===== config.mk =====
export PLATFORM = sky130hd
export DESIGN_NAME = vblank_access_arbiter_flat
export DESIGN_NICKNAME = d
export VERILOG_FILES = /design/src/rtl/vblank_access_arbiter_pkg.sv /design/src/rtl/vblank_access_arbiter_if.sv /design/src/rtl/vblank_access_arbiter_rr_pick.sv /design/src/rtl/vblank_access_arbiter.sv /design/src/flat_wrapper.sv
export SDC_FILE = /design/constraint.sdc
export NUM_CORES = 1
export LEC_CHECK = 0
export ABC_AREA = 1
export BUFFER_PORTS_ARGS = -buffer_cell sky130_fd_sc_hd__clkbuf_2
export CELL_PAD_IN_SITES_DETAIL_PLACEMENT = 0
export CELL_PAD_IN_SITES_GLOBAL_PLACEMENT = 1
export CORE_MARGIN = 2
export CORE_UTILIZATION = 40
export CTS_CLUSTER_SIZE = 8
export DETAILED_ROUTE_END_ITERATION = 6
export GPL_ROUTABILITY_DRIVEN = 0
export MAX_ROUTING_LAYER = met4
export PLACE_DENSITY_LB_ADDON = 0.1
export SLEW_MARGIN = 20
export SYNTH_ARGS = -nofsm -noshare
export SYNTH_HDL_FRONTEND = slang
export SYNTH_SLANG_ARGS = --single-unit

===== constraint.sdc =====
create_clock -name clk -period 2.2 [get_ports clk]
set_clock_uncertainty 0.15 [all_clocks]
set_input_delay 0.22 -clock clk [delete_from_list [all_inputs] [get_ports clk]]
set_output_delay 0.22 -clock clk [all_outputs]
set_load 0.02 [all_outputs]

===== src/rtl/vblank_access_arbiter_pkg.sv =====
// Shared timing constants, arbiter state encoding and small index helpers
// for the vertical-blanking access arbiter.
package vblank_access_arbiter_pkg;

  // 800x600 frame: last vertical line index.
  localparam int VCOUNT_MAX         = 627;
  localparam int VBLANK_GUARD_LINES = 2;

  typedef enum logic [1:0] {
    ARB_IDLE,
    ARB_SEL,
    ARB_GRANT
  } arb_state_t;

  // Width of an index into n slots; never zero so single-entry vectors still work.
  function automatic int idx_width(input int n);
    return (n > 1) ? $clog2(n) : 1;
  endfunction

  function automatic int wrap_inc(input int i, input int n);
    return (i + 1 >= n) ? 0 : i + 1;
  endfunction

endpackage


===== src/rtl/vblank_access_arbiter_if.sv =====
// Timing-stream inputs plus the request/grant bundle shared by the
// requesters and the vblank arbiter.
interface vblank_access_arbiter_if #(
  parameter int N_REQ = 2
) ();

  logic             vblnk;
  logic [10:0]      vcount;
  logic [N_REQ-1:0] req;
  logic [N_REQ-1:0] done;
  logic [N_REQ-1:0] gnt;
  logic             busy;
  logic             frame_tick;
  logic             abort;

  modport master (
    output vblnk, vcount, req, done,
    input  gnt, busy, frame_tick, abort
  );

  modport slave (
    input  vblnk, vcount, req, done,
    output gnt, busy, frame_tick, abort
  );

endinterface


===== src/rtl/vblank_access_arbiter_rr_pick.sv =====
// Combinational round-robin picker: first eligible slot at or above ptr_i,
// wrapping, returned both one-hot and as an index.
module vblank_access_arbiter_rr_pick
  import vblank_access_arbiter_pkg::*;
#(
  parameter int N     = 2,
  parameter int IDX_W = idx_width(N)
) (
  input  logic [N-1:0]     eligible_i,
  input  logic [IDX_W-1:0] ptr_i,
  output logic [N-1:0]     onehot_o,
  output logic [IDX_W-1:0] idx_o,
  output logic             valid_o
);

  logic [IDX_W-1:0] cand [N];

  // Search order: ptr, ptr+1, ... wrapping modulo N.
  always_comb begin
    for (int i = 0; i < N; i++) begin
      cand[i] = IDX_W'((int'(ptr_i) + i) % N);
    end
  end

  always_comb begin
    onehot_o = '0;
    idx_o    = '0;
    valid_o  = 1'b0;
    for (int i = 0; i < N; i++) begin
      if (!valid_o && eligible_i[cand[i]]) begin
        valid_o           = 1'b1;
        onehot_o[cand[i]] = 1'b1;
        idx_o             = cand[i];
      end
    end
  end

endmodule


===== src/rtl/vblank_access_arbiter.sv =====
// Grants one requester at a time access to the shared update port, only
// while the vertical-blanking window is open; at most one grant per requester per frame.
module vblank_access_arbiter
  import vblank_access_arbiter_pkg::*;
#(
  parameter int N_REQ            = 2,
  parameter int GUARD_LINES      = VBLANK_GUARD_LINES,
  parameter int MAX_GRANT_CYCLES = 4096
) (
  input  logic                  clk,
  input  logic                  rst,
  vblank_access_arbiter_if.slave bus
);

  localparam int               IDX_W     = idx_width(N_REQ);
  localparam int               TMR_W     = idx_width(MAX_GRANT_CYCLES);
  localparam logic [10:0]      WIN_LIMIT = 11'(VCOUNT_MAX - GUARD_LINES + 1);
  localparam logic [TMR_W-1:0] TMR_LAST  = TMR_W'(MAX_GRANT_CYCLES - 1);

  logic win_d, win_q, win_prev_q;
  logic tick_d, tick_q;

  arb_state_t       state_d, state_q;
  logic [N_REQ-1:0] gnt_d, gnt_q;
  logic [N_REQ-1:0] served_d, served_q;
  logic [IDX_W-1:0] owner_d, owner_q;
  logic [IDX_W-1:0] rr_ptr_d, rr_ptr_q;
  logic [TMR_W-1:0] timer_d, timer_q;
  logic             abort_d, abort_q;

  logic [N_REQ-1:0] eligible;
  logic [N_REQ-1:0] pick_onehot;
  logic [IDX_W-1:0] pick_idx;
  logic             pick_valid;
  logic [IDX_W-1:0] owner_next;

  assign win_d      = bus.vblnk && (bus.vcount < WIN_LIMIT);
  assign tick_d     = win_q & ~win_prev_q;
  assign eligible   = bus.req & ~served_q;
  assign owner_next = IDX_W'(wrap_inc(int'(owner_q), N_REQ));

  vblank_access_arbiter_rr_pick #(
    .N     (N_REQ),
    .IDX_W (IDX_W)
  ) u_pick (
    .eligible_i (eligible),
    .ptr_i      (rr_ptr_q),
    .onehot_o   (pick_onehot),
    .idx_o      (pick_idx),
    .valid_o    (pick_valid)
  );

  // Window history resets to "open" so a window already open at reset release
  // produces no edge; the first tick needs the window to be seen closed first.
  // NOTE: state registers use non-blocking assignments so every flop samples
  // pre-edge values regardless of statement order.
  always_ff @(posedge clk or posedge rst) begin
    if (rst) begin
      win_q      <= 1'b1;
      win_prev_q <= 1'b1;
      tick_q     <= 1'b0;
    end else begin
      win_q      <= win_d;
      win_prev_q <= win_q;
      tick_q     <= tick_d;
    end
  end

  always_ff @(posedge clk or posedge rst) begin
    if (rst) begin
      state_q  <= ARB_IDLE;
      gnt_q    <= '0;
      served_q <= '0;
      owner_q  <= '0;
      rr_ptr_q <= '0;
      timer_q  <= '0;
      abort_q  <= 1'b0;
    end else begin
      state_q  <= state_d;
      gnt_q    <= gnt_d;
      served_q <= served_d;
      owner_q  <= owner_d;
      rr_ptr_q <= rr_ptr_d;
      timer_q  <= timer_d;
      abort_q  <= abort_d;
    end
  end

  // NOTE: every variable gets its hold value first, so no path through the
  // case leaves one unassigned and no latch is inferred.
  always_comb begin
    state_d  = state_q;
    gnt_d    = gnt_q;
    served_d = served_q;
    owner_d  = owner_q;
    rr_ptr_d = rr_ptr_q;
    timer_d  = timer_q;
    abort_d  = 1'b0;

    unique case (state_q)
      ARB_IDLE: begin
        if (tick_q) begin
          served_d = '0;
          state_d  = ARB_SEL;
        end
      end

      ARB_SEL: begin
        if (!win_q) begin
          state_d = ARB_IDLE;
        end else if (pick_valid) begin
          gnt_d   = pick_onehot;
          owner_d = pick_idx;
          timer_d = '0;
          state_d = ARB_GRANT;
        end
      end

      ARB_GRANT: begin
        // A release by the owner takes priority over close and timeout.
        if (bus.done[owner_q]) begin
          gnt_d             = '0;
          served_d[owner_q] = 1'b1;
          rr_ptr_d          = owner_next;
          state_d           = ARB_SEL;
        end else if (!win_q || timer_q == TMR_LAST) begin
          gnt_d             = '0;
          served_d[owner_q] = 1'b1;
          rr_ptr_d          = owner_next;
          abort_d           = 1'b1;
          state_d           = win_q ? ARB_SEL : ARB_IDLE;
        end else begin
          timer_d = timer_q + TMR_W'(1);
        end
      end

      default: state_d = ARB_IDLE;
    endcase
  end

  assign bus.gnt        = gnt_q;
  assign bus.busy       = |gnt_q;
  assign bus.frame_tick = tick_q;
  assign bus.abort      = abort_q;

endmodule

===== src/flat_wrapper.sv =====
// flat-port wrapper written by rule: the top's interface ports become plain ports
module vblank_access_arbiter_flat import vblank_access_arbiter_pkg::*;
#(
  parameter int N_REQ            = 2,
  parameter int GUARD_LINES      = VBLANK_GUARD_LINES,
  parameter int MAX_GRANT_CYCLES = 4096
)
  (clk, rst, bus_vblnk, bus_vcount, bus_req, bus_done, bus_gnt, bus_busy, bus_frame_tick, bus_abort);
  vblank_access_arbiter_if #(.N_REQ(N_REQ)) bus_i ();
  input  logic clk;
  input  logic rst;
  input wire logic [$bits(bus_i.vblnk)-1:0] bus_vblnk;
  input wire logic [$bits(bus_i.vcount)-1:0] bus_vcount;
  input wire logic [$bits(bus_i.req)-1:0] bus_req;
  input wire logic [$bits(bus_i.done)-1:0] bus_done;
  output wire logic [$bits(bus_i.gnt)-1:0] bus_gnt;
  output wire logic [$bits(bus_i.busy)-1:0] bus_busy;
  output wire logic [$bits(bus_i.frame_tick)-1:0] bus_frame_tick;
  output wire logic [$bits(bus_i.abort)-1:0] bus_abort;
  assign bus_i.vblnk = bus_vblnk;
  assign bus_i.vcount = bus_vcount;
  assign bus_i.req = bus_req;
  assign bus_i.done = bus_done;
  assign bus_gnt = bus_i.gnt;
  assign bus_busy = bus_i.busy;
  assign bus_frame_tick = bus_i.frame_tick;
  assign bus_abort = bus_i.abort;
  vblank_access_arbiter #(.N_REQ(N_REQ), .GUARD_LINES(GUARD_LINES), .MAX_GRANT_CYCLES(MAX_GRANT_CYCLES)) u_core (.clk(clk), .rst(rst), .bus(bus_i));
endmodule

==> metrics.log <==
INFO  metric timing.critical_path.cells = ha_1 > nand2_1 > nor2_2 > nand3_2 > nand3_2 > nor2_2 > buf_4 > nand2_1 > nand2_1
INFO  metric syn_area = 1440 um^2
INFO  metric final_cell_mix = 72 x sky130_fd_sc_hd__nand2_1, 27 x sky130_fd_sc_hd__inv_1, 22 x sky130_fd_sc_hd__dfrtp_1
INFO  metric post_synthesis_share_of_cell_area_spent_on_and_or_nand_and_nor_gates = 35.2%
INFO  metric synth_top_family_by_area = simple AND/OR/NAND/NOR gates
INFO  metric achievable-frequency = 591 MHz
INFO  metric grt_antenna_before_repair = 0
INFO  metric gr-usage-all-layers = 17.0%
INFO  metric net_count_of_the_mapped_netlist = 220
INFO  metric leakage = 0.914 nW
INFO  metric antenna-diode-count = 0
INFO  metric cp_slowest_stage_delay = 420 ps
INFO  metric final_common_cell = sky130_fd_sc_hd__nand2_1
INFO  metric cp.required = 2260 ps
INFO  metric maxSlewViolCount = 0
INFO  metric max_slew.worst_pin.slew = 310 ps
INFO  metric synth_fa_ha_area_share = 4.34%
INFO  metric num_rows = 21
INFO  metric clock_path_buffers = 2
INFO  metric critical_path.n_buffers_inverters = 1
INFO  metric critPathSlowestCell = sky130_fd_sc_hd__dfrtp_1
INFO  metric post_synth_xor_area_fraction = 3.65%
INFO  metric maximum_number_of_pins_on_one_net_before_global_route_repair = 25
INFO  metric synth-compound-area-share = 6.60%
INFO  metric max-cap-violations = 0
INFO  metric p_total = 1.24 mW
INFO  metric crit_type = reg2reg
INFO  metric worst_slew_margin_rel = 79.3%
INFO  metric cts.repair.resized = 0
INFO  metric finalSetupViolCount = 0
INFO  metric ant_nets = 0
INFO  metric clkTransAtPathRegs = 120 ps
INFO  metric clock-root-buffer = sky130_fd_sc_hd__clkbuf_4
INFO  metric gr-total-overflow = 0
INFO  metric synth.mux.area_fraction = 0%
INFO  metric clkSinkCount = 24
INFO  metric cts.htree.levels = 1
INFO  metric final.setup.tns = 0 ps
INFO  metric firstDrtPassIters = 4
INFO  metric route.vias.total = 1,264
INFO  metric detail_route.vias_per_cell = 4.65
INFO  metric clock_latency = 320 ps
INFO  metric cts_inserted_buffers = 3
INFO  metric timing.critical_path.max_delay_family = simple AND/OR/NAND/NOR gates
INFO  metric area_growth_syn_to_layout = 15.5%
INFO  metric post_cts.repair.setup_buffers = 0
INFO  metric core-area = 3390 um^2
INFO  metric dieArea = 4100 um^2
INFO  metric synth_seq_area_share = 41.9%
INFO  metric finalCritPeriodShare = 76.9%
INFO  metric hold_path_class = in2reg
INFO  metric die_height = 64 um
INFO  metric critical_path.max_fanout = 11
INFO  metric synth.distinct_cells = 24
INFO  metric routed_wirelength = 2890 um
INFO  metric status = completed
INFO  metric final_hold_viol_count = 0
INFO  metric die_width = 64 um
INFO  metric tritoncts_clock_tree = done
INFO  metric cp_data_arrival_time = 1750 ps
INFO  metric wire_per_inst = 10.6 um
INFO  metric io-pin-count = 23
INFO  metric placed_cells_incl_taps = 265
INFO  metric ys_async_sr_fraction = 100%
INFO  metric initialDrtViolationCount = 65
INFO  metric fin_nets = 250
INFO  metric power_density = 744 nW/um^2
INFO  metric worst_path_depth = 9
INFO  metric cpMostUsedCell = sky130_fd_sc_hd__nand2_1
INFO  metric stdcell_count = 272
INFO  metric place_hpwl = 2170 um
INFO  metric ffs_latches_synth = 24
INFO  metric unrepaired_setup_endpoints_after_global_routing = no
INFO  metric timing.reg2reg.worst_path_depth = 9
INFO  metric number_of_global_route_vias_before_repair = 1,279
INFO  metric grt_first_pass_wirelength = 5380 um
INFO  metric drcViolationCount = 0
INFO  metric timing.hold.worst_path_depth = 5
INFO  metric yosys_warnings = 0
INFO  metric synthesis.area_per_instance = 7.31 um^2
INFO  metric cp-start-kind = flop
INFO  metric number_of_enable_type_register_cells_in_the_synthesized_netlist = 0
INFO  metric placement.io_buffers = 21
INFO  metric start_util = 42.5%
INFO  metric layout-drive-gt1-share = 18.6%
INFO  metric min_period = 1690 ps
INFO  metric dominantRegCellSynth = sky130_fd_sc_hd__dfrtp_1
INFO  metric syn_inst = 197
INFO  metric cts.hold.buffers_added = 3
INFO  metric endpoint_kind = flop
INFO  metric irDropWorstVdd = 0.000399 V
==> power breakdown <==
group | total [mW] | switching (mW) | internal (mW)
Sequential | 0.560 | 0.0542 | 0.506
Clock | 0.205 | 0.134 | 0.0709
Combinational | 0.473 | 0.303 | 0.169
==> flip-flops by register name, indices dropped and copies added (netlist names) <==
register / cells
u_core.served_q: 2
u_core.bus.gnt: 2
u_core.rr_ptr_q: 1
u_core.win_prev_q: 1
u_core.bus.abort: 1
u_core.owner_q: 1
u_core.bus.frame_tick: 1
u_core.state_q: 2
u_core.timer_q: 12
u_core.win_q: 1
==> cell usage after synthesis, types with 2 or more instances <==
master                    count  share of area, %
sky130_fd_sc_hd__inv_1       27               7.0
sky130_fd_sc_hd__nand2_2      2              0.87
sky130_fd_sc_hd__or2_2        4               1.7
sky130_fd_sc_hd__nor3_1       2              0.70
sky130_fd_sc_hd__nand4_1      4               1.7
sky130_fd_sc_hd__nor2_1      15               3.9
sky130_fd_sc_hd__o21ai_0      7               2.4
sky130_fd_sc_hd__ha_1         5               4.3
sky130_fd_sc_hd__nand2_1     72                19
sky130_fd_sc_hd__dfstp_2      2               3.6
sky130_fd_sc_hd__nand3_1      9               3.1
sky130_fd_sc_hd__a21oi_1      4               1.4
sky130_fd_sc_hd__xor2_1       6               3.6
sky130_fd_sc_hd__nor2_2       4               1.7
sky130_fd_sc_hd__o21ai_1      2              0.70
sky130_fd_sc_hd__nand3_2      3               2.1
sky130_fd_sc_hd__dfrtp_1     22                38
==> path summary, 6_finish.rpt <==
path,end,slack [ps],startpoint
max reg2reg,u_core.timer_q[0],510,u_core.timer_q[0]
min reg2reg,u_core.win_prev_q,290,u_core.win_q
min,u_core.bus.gnt[0],140,bus_req[0]
min in group asynchronous,u_core.timer_q[3],310,rst
max in group asynchronous,u_core.win_q,1290,rst
max,u_core.timer_q[0],510,u_core.timer_q[0]
==> metal layers <==
metal  wire [um]  GRT usage, %  vias to the layer above  share of wire, %
met5           0             -                        -                 0
met4          34          3.53                        0               1.2
met3          73          4.23                        4               2.5
met2        1470          30.2                       11                51
met1        1320          19.4                      579                46
li1            -             -                      670                 -
==> per-stage QoR <==
step | util [%] | setup slack (ps) | hold slack, ps | area [um^2]
after floorplan | - | 563 | 83.1 | 1440
after global placement | 47.4 | 524 | 114 | 1610
after detailed placement | 47.4 | 513 | 118 | 1610
after CTS | 49.1 | 496 | 136 | 1660
after global routing | 49.1 | 315 | 178 | 1660
final | 49.1 | 508 | 141 | 1660
==> cell families (layout without fill, tap and decap cells) <==
logic type,count (synthesis),count (layout)
buffers and inverters,29,58
flip-flops,24,24
AND/OR/NAND/NOR,116,116
XOR/XNOR,6,6
AO/OA/AOI/OAI,17,17
adder cells (fa/ha/maj),5,5
==> worst register-to-register path: cells and delay by family, from the launching register on <==
| family | cells | cell delay (ps) |
|---|---|---|
| flip-flops | 1 | 420 |
| adder cells (fa/ha/maj) | 1 | 210 |
| buffers and inverters | 1 | 170 |
| AND/OR/NAND/NOR | 7 | 650 |
==> area by class of cell <==
| class | instances | area [um^2] |
|---|---|---|
| clock buffers | 4 | 26.3 |
| fillers | 347 | 1730 |
| inverters | 27 | 101 |
| multi-input cells | 144 | 717 |
| flip-flops and latches | 24 | 603 |
| well taps | 46 | 57.6 |
| repair buffers | 27 | 158 |
Power figures use the tool's default switching activity.
